File: src/rtl/stopwatch_ctrl.sv
// Stopwatch mode FSM (PAUSED/RUN/ADJ) and MM:SS per-digit BCD counter.
// Optional lap hold on digit outputs when STOPWATCH_LAP_EN is defined.
module stopwatch_ctrl #(
    parameter int MAX_MIN = 59,
    parameter int MAX_SEC = 59
) (
    input  logic       clk,
    input  logic       rst,
    input  logic       clk_1,
    input  logic       clk_2,
    input  logic       btn_pause,
`ifdef STOPWATCH_LAP_EN
    input  logic       btn_lap,
`endif
    input  logic       adj,
    input  logic       sel,
    output logic [3:0] min_tens,
    output logic [3:0] min_ones,
    output logic [3:0] sec_tens,
    output logic [3:0] sec_ones,
    output logic       running,
    output logic       blink_min,
    output logic       blink_sec
);

    typedef enum logic [1:0] {PAUSED, RUN, ADJ} state_t;

    localparam logic [3:0] MIN_T_MAX = 4'(MAX_MIN / 10);
    localparam logic [3:0] MIN_O_MAX = 4'(MAX_MIN % 10);
    localparam logic [3:0] SEC_T_MAX = 4'(MAX_SEC / 10);
    localparam logic [3:0] SEC_O_MAX = 4'(MAX_SEC % 10);

    state_t     state, state_n;
    logic       clk_1_q, clk_2_q;
    logic       tick1, tick2;
    logic [3:0] mt, mo, st, so;
    logic [3:0] mt_n, mo_n, st_n, so_n;
    logic       sec_wrap, min_wrap, inc_sec, inc_min;

    assign tick1 = clk_1 & ~clk_1_q;
    assign tick2 = clk_2 & ~clk_2_q;

    always_comb begin
        state_n = state;
        case (state)
            PAUSED:  if (adj) state_n = ADJ; else if (btn_pause) state_n = RUN;
            RUN:     if (adj) state_n = ADJ; else if (btn_pause) state_n = PAUSED;
            ADJ:     if (!adj) state_n = PAUSED;
            default: state_n = PAUSED;
        endcase
    end

    // Increments are decided from the current state, not the next one.
    always_comb begin
        sec_wrap = (st == SEC_T_MAX) && (so == SEC_O_MAX);
        min_wrap = (mt == MIN_T_MAX) && (mo == MIN_O_MAX);
        inc_sec  = ((state == RUN) && tick1) || ((state == ADJ) && tick2 && !sel);
        inc_min  = ((state == RUN) && tick1 && sec_wrap) || ((state == ADJ) && tick2 && sel);
        mt_n = mt;
        mo_n = mo;
        st_n = st;
        so_n = so;
        if (inc_sec) begin
            if (sec_wrap) begin
                st_n = 4'd0;
                so_n = 4'd0;
            end else if (so == 4'd9) begin
                st_n = st + 4'd1;
                so_n = 4'd0;
            end else begin
                so_n = so + 4'd1;
            end
        end
        if (inc_min) begin
            if (min_wrap) begin
                mt_n = 4'd0;
                mo_n = 4'd0;
            end else if (mo == 4'd9) begin
                mt_n = mt + 4'd1;
                mo_n = 4'd0;
            end else begin
                mo_n = mo + 4'd1;
            end
        end
    end

    always_ff @(posedge clk) begin
        if (rst) begin
            state     <= PAUSED;
            clk_1_q   <= clk_1;
            clk_2_q   <= clk_2;
            mt        <= 4'd0;
            mo        <= 4'd0;
            st        <= 4'd0;
            so        <= 4'd0;
            running   <= 1'b0;
            blink_min <= 1'b0;
            blink_sec <= 1'b0;
        end else begin
            state     <= state_n;
            clk_1_q   <= clk_1;
            clk_2_q   <= clk_2;
            mt        <= mt_n;
            mo        <= mo_n;
            st        <= st_n;
            so        <= so_n;
            running   <= (state_n == RUN);
            blink_min <= (state_n == ADJ) && sel;
            blink_sec <= (state_n == ADJ) && !sel;
        end
    end

`ifdef STOPWATCH_LAP_EN
    logic lap_hold, lap_hold_n;

    // Hold only lives inside RUN; a lap press on the exit cycle just releases.
    always_comb begin
        lap_hold_n = lap_hold;
        if ((state != RUN) || (state_n != RUN))
            lap_hold_n = 1'b0;
        else if (btn_lap)
            lap_hold_n = ~lap_hold;
    end

    always_ff @(posedge clk) begin
        if (rst) begin
            lap_hold <= 1'b0;
            min_tens <= 4'd0;
            min_ones <= 4'd0;
            sec_tens <= 4'd0;
            sec_ones <= 4'd0;
        end else begin
            lap_hold <= lap_hold_n;
            if (!lap_hold_n) begin
                min_tens <= mt_n;
                min_ones <= mo_n;
                sec_tens <= st_n;
                sec_ones <= so_n;
            end
        end
    end
`else
    assign min_tens = mt;
    assign min_ones = mo;
    assign sec_tens = st;
    assign sec_ones = so;
`endif

endmodule

File: config.mk
export PLATFORM = sky130hd
export DESIGN_NAME = stopwatch_ctrl
export DESIGN_NICKNAME = d
export VERILOG_FILES = /design/src/rtl/stopwatch_ctrl.sv
export SDC_FILE = /design/constraint.sdc
export NUM_CORES = 1
export LEC_CHECK = 0
export CAP_MARGIN = 10
export CORE_ASPECT_RATIO = 0.75
export CORE_MARGIN = 3
export CORE_UTILIZATION = 40
export CTS_CLUSTER_DIAMETER = 150
export DETAILED_ROUTE_END_ITERATION = 8
export PLACE_DENSITY = 0.69
export SYNTH_ARGS = -nofsm -noshare
export SYNTH_HDL_FRONTEND = slang
export SYNTH_SLANG_ARGS = --single-unit
File: constraint.sdc
create_clock -name clk -period 5 [get_ports clk]
set_input_delay 1 -clock clk [delete_from_list [all_inputs] [get_ports clk]]
set_output_delay 1 -clock clk [all_outputs]
set_load 0.01 [all_outputs]
* After elaboration in Yosys (flattened, before gate mapping) *
Index checks and enable logic that the tools add are counted.

storage, ports and cells
  register bits after elaboration = 23
  input port bits = 7
  output and inout bits = 19

cells by class
  add/subtract/negate cells = 4
  equal/unequal tests = 8
  muxes and demuxes = 14
  bitwise logic cells = 4
  reduce and logical (&&, ||, !) cells = 17

operator list
  cell                                                              count
  4-bit 2-to-1 mux                                                  8
  4-bit by 1-bit adder with 4-bit output (second input constant)    4
  2-bit 2-to-1 mux                                                  5
  1-bit logical AND                                                 9
  4-bit by 3-bit == test with 1-bit output (second input constant)  2
  4-bit == test (second input constant)                             2
  2-bit one-hot mux with 3 select lines                             1
  2-bit by 1-bit == test with 1-bit output (second input constant)  2
  2-bit == test (second input constant)                             2
  2-bit AND reduction                                               2
  2-bit nonzero test                                                2
  1-bit bitwise AND                                                 2
  2-bit zero test                                                   1
  1-bit logical OR                                                  2
  1-bit NOT                                                         2
  1-bit zero test                                                   1

* Longest topological paths before layout *
  depth after elaboration = 6
  gate-level depth with buffers = 7

* Worst setup path before layout *
Ideal clock, no wire load.

  path type = input to register
  start = input clk_2
  end = register so[2] (netlist: sec_ones[2])
  setup time = 0.070 ns
  arrival = 2.001 ns
  setup slack = 2.929 ns
  stages = 5
  path buffers = 1
  cell sequence = and4bb_4 a21oi_2 buf_6 or4_1 a21oi_1

between the ends
  longest elaborated chain between the ends = 4

RTL lines
  what                             line  source
  start: declaration               10    input logic clk_2,
  1-bit bitwise AND                41    assign tick2 = clk_2 & ~clk_2_q;
  1-bit logical AND (2 in series)  57    inc_sec = ((state == RUN) && tick1) || ((state == ADJ) && tick2 && !sel);
  1-bit logical OR                 57
  end signal: assignment           106   so <= so_n;
  end: declaration                 36    logic [3:0] mt, mo, st, so;

No other way between the ends.
A chain may end at the register's enable or synchronous reset.

* Worst setup path after layout *
  start = input clk_1
  end = register mt[0] (netlist: min_tens[0])

between the ends
  longest elaborated chain between the ends = 5

RTL lines
  what                             line  source
  start: declaration               9     input logic clk_1,
  1-bit bitwise AND                40    assign tick1 = clk_1 & ~clk_1_q;
  1-bit logical AND (2 in series)  58    inc_min = ((state == RUN) && tick1 && sec_wrap) || ((state == ADJ) && tick2 && sel);
  1-bit logical OR                 58
  2-bit AND reduction (no line)    n/a
  end signal: assignment           103   mt <= mt_n;
  end: declaration                 36

No other way between the ends.

==> results_dict.tcl <==
set metrics [dict create \
    status "completed" \
    gp_congestion 0.782 \
    netlist_area_mm2 0.00111 \
    path_clk_slew_ns 0.08 \
    synth_seq_cells 23 \
    reg2regPathDepth 5 \
    grt_pass1_wl_mm 3.99 \
    path_cells "clkdlybuf4s50_1 -> and4bb_4 -> a32oi_2 -> or4_1 -> a21oi_1" \
    yosysTopAreaCell "dfxtp_1" \
    p_leak_uw 0.000489 \
    worstMarginPinSlew_ns 0.675 \
    min_to "state[0]" \
    antenna_cells 0 \
    synth.most_common_cell "dfxtp_1" \
    cts_resized 0 \
    finalHoldViolations 0 \
    num_rows 15 \
    min_path_type "reg -> reg" \
    syn_inst 119 \
    dr.pass1.iters 4 \
    slew_headroom 0.549 \
    cts_buffers 3 \
    cp.arrival_ns 2.74 \
    skew_ns 0.00611 \
    final_cell_area_mm2 0.00142 \
    drive_above_1_share 0.0486 \
    reg2reg_slack_ns 2.97 \
    grt_pass1_vias 905 \
    grtUsageTotal 0.149 \
    maxSlewViolCount 0 \
    cpPeakStageDelay_ns 0.57 \
    grt_antenna_before_repair 0 \
    die_w_um 66.7 \
    cts_tree "done" \
    holdPathStages 1 \
    cp_slowest_cell "or4_1" \
    drc_errors 0 \
    setup.worst_path.start_class "input port" \
    worstHoldStart "state[1]" \
    setup_violations 0 \
    post_cts_buffers 0 \
    yosys_warnings 0 \
    pin_count 26 \
    syn_area_per_cell_um2 9.29 \
    total_power_uw 321 \
    nFillCells 218 \
    timing.rr.start "sec_ones[0]" \
    fmax_mhz 391 \
    synth_enable_flop_cells 0 \
    clk_latency_ns 0.26 \
    ys_types 31 \
    clockBufferDepth 2 \
    gr-total-overflow 0 \
    cts_sinks 23 \
    clockRootBuffer "clkbuf_8" \
    htree_levels 1 \
    cellPowerDensity_mw_per_mm2 226 \
    post-route-period-util 0.512 \
    yosysSeqAreaShare 0.416 \
    r2r_end "min_tens[0]" \
    cap_violations 0 \
    critical_path_required_ns 5.18 \
    post-synth-top-area-fraction 0.416 \
    coreArea_mm2 0.00246 \
    finalCoreUtilization 0.578 \
    start_util 0.450 \
    dieHeight_um 51.5 \
    synthTopCellsByCount "dfxtp_1 (23), a21oi_1 (13), o21ai_0 (11), inv_1 (10)" \
    dieArea_mm2 0.00344 \
    end_kind "register" \
    numPortBuffers 25 \
    synth_flop_cell "dfxtp_1" \
    placed_area_mm2 0.00138 \
    rsz0062_at_grt "no" \
    dpl.hpwl_mm 1.60 \
    final_nets 160 \
    grt_max_degree 19 \
    tns_ns 0 \
    min_period_ns 2.56 \
    vias 939 \
    syn2layout_area_growth_pct 28.4 \
    path_class "in -> reg" \
    ir_drop_v 0.000181 \
    routedWlPerCell_um 12.6 \
    synth.net_count 134 \
    ys_async_sr_fraction 0 \
    critPathMaxFanout 16 \
    wl_mm 2.25 \
    vias_per_cell 5.28 \
    synth_area_leaders "dfxtp_1 (42%), ha_1 (9.0%), a21oi_1 (5.9%), or4_1 (5.4%), o21ai_0 (5.0%)" \
    drtIter0Drc 54 \
    ant_nets 0 \
    hold_buffers 0 \
]
## layout make-up
class	instances	area, µm²	share of cell area
clock buffers	4	45.0	0.0317
flip-flops and latches	23	460	0.324
repair buffers	25	250	0.176
well taps	34	42.5	0.0300
inverters	10	37.5	0.0264
multi-input cells	82	584	0.411
## flip-flops by register name (all words and copies together), names as in the netlist
signal     cells
sec_tens       4
blink_sec      1
clk_1_q        1
sec_ones       4
blink_min      1
running        1
state          2
min_tens       4
clk_2_q        1
min_ones       4
## worst max-delay path: cells and delay by family
| family | cells | cell delay, ns |
|---|---|---|
| and+or+nand+nor | 2 | 0.83 |
| AOI/OAI and AO/OA | 2 | 0.41 |
| buffers and inverters | 1 | 0.49 |
## layout by cell type (no fill, tap or decap)
| cell | n |
|---|---|
| nand4_1 | 1 |
| a21o_1 | 1 |
| and3b_1 | 3 |
| dfxtp_1 | 23 |
| a31oi_1 | 1 |
| or4_1 | 8 |
| or3_1 | 5 |
| xnor2_1 | 2 |
| ha_1 | 8 |
| and4bb_4 | 2 |
| nor3_1 | 2 |
| a21oi_2 | 1 |
| o21ai_0 | 11 |
| and3_1 | 1 |
| o31ai_1 | 2 |
| nand3b_1 | 2 |
| nor2_1 | 1 |
| o311a_1 | 1 |
| clkdlybuf4s50_1 | 25 |
| a32oi_1 | 1 |
| nand3_1 | 2 |
| a21oi_1 | 13 |
| and2_1 | 4 |
| nor4_1 | 2 |
| inv_1 | 10 |
| clkbuf_1 | 1 |
| nand4b_1 | 1 |
| a211oi_1 | 1 |
| nand2_1 | 5 |
| clkbuf_8 | 3 |
| a32oi_2 | 1 |
## cells by family after synthesis
kind of cell | synth area share
buf+inv | 0.0554
compound gates | 0.181
flops | 0.416
xor+xnor | 0.0158
simple gates | 0.241
fa+ha+maj | 0.0905
## worst max path at each step
stage | from | to | depth (start not counted)
floorplan | clk_2 | sec_ones[2] | 5
global placement | clk_1 | min_tens[1] | 5
detailed placement | clk_1 | min_tens[0] | 5
CTS | clk_1 | min_tens[0] | 5
global route | clk_1 | min_tens[0] | 5
finish | clk_1 | min_tens[0] | 5
## stage by stage
stage | worst slack [ns] | hold WS, ns | instances
final | 2.44 | 0.504 | 178
after global routing | 2.33 | 0.536 | 178
after CTS | 2.45 | 0.502 | 178
after detailed placement | 2.17 | 0.491 | 174
after global placement | 2.24 | 0.484 | 174
after floorplan | 2.93 | 0.459 | 119
## power breakdown
group | switching (µW) | total, µW | internal [µW] | leakage, µW
logic | 8.87 | 19.2 | 10.4 | 0.000279
clock network | 56.1 | 113 | 56.8 | 0.0000228
registers | 2.24 | 188 | 186 | 0.000187
## per-layer routing
metal	up-vias	part of all wire	global-route usage
li1	488	-	-
met1	430	0.52	0.205
met2	17	0.42	0.222
met3	4	0.041	0.0454
met4	0	0.012	0.0473
met5	-	0	0
No activity file was read; power rests on OpenSTA's default activity.
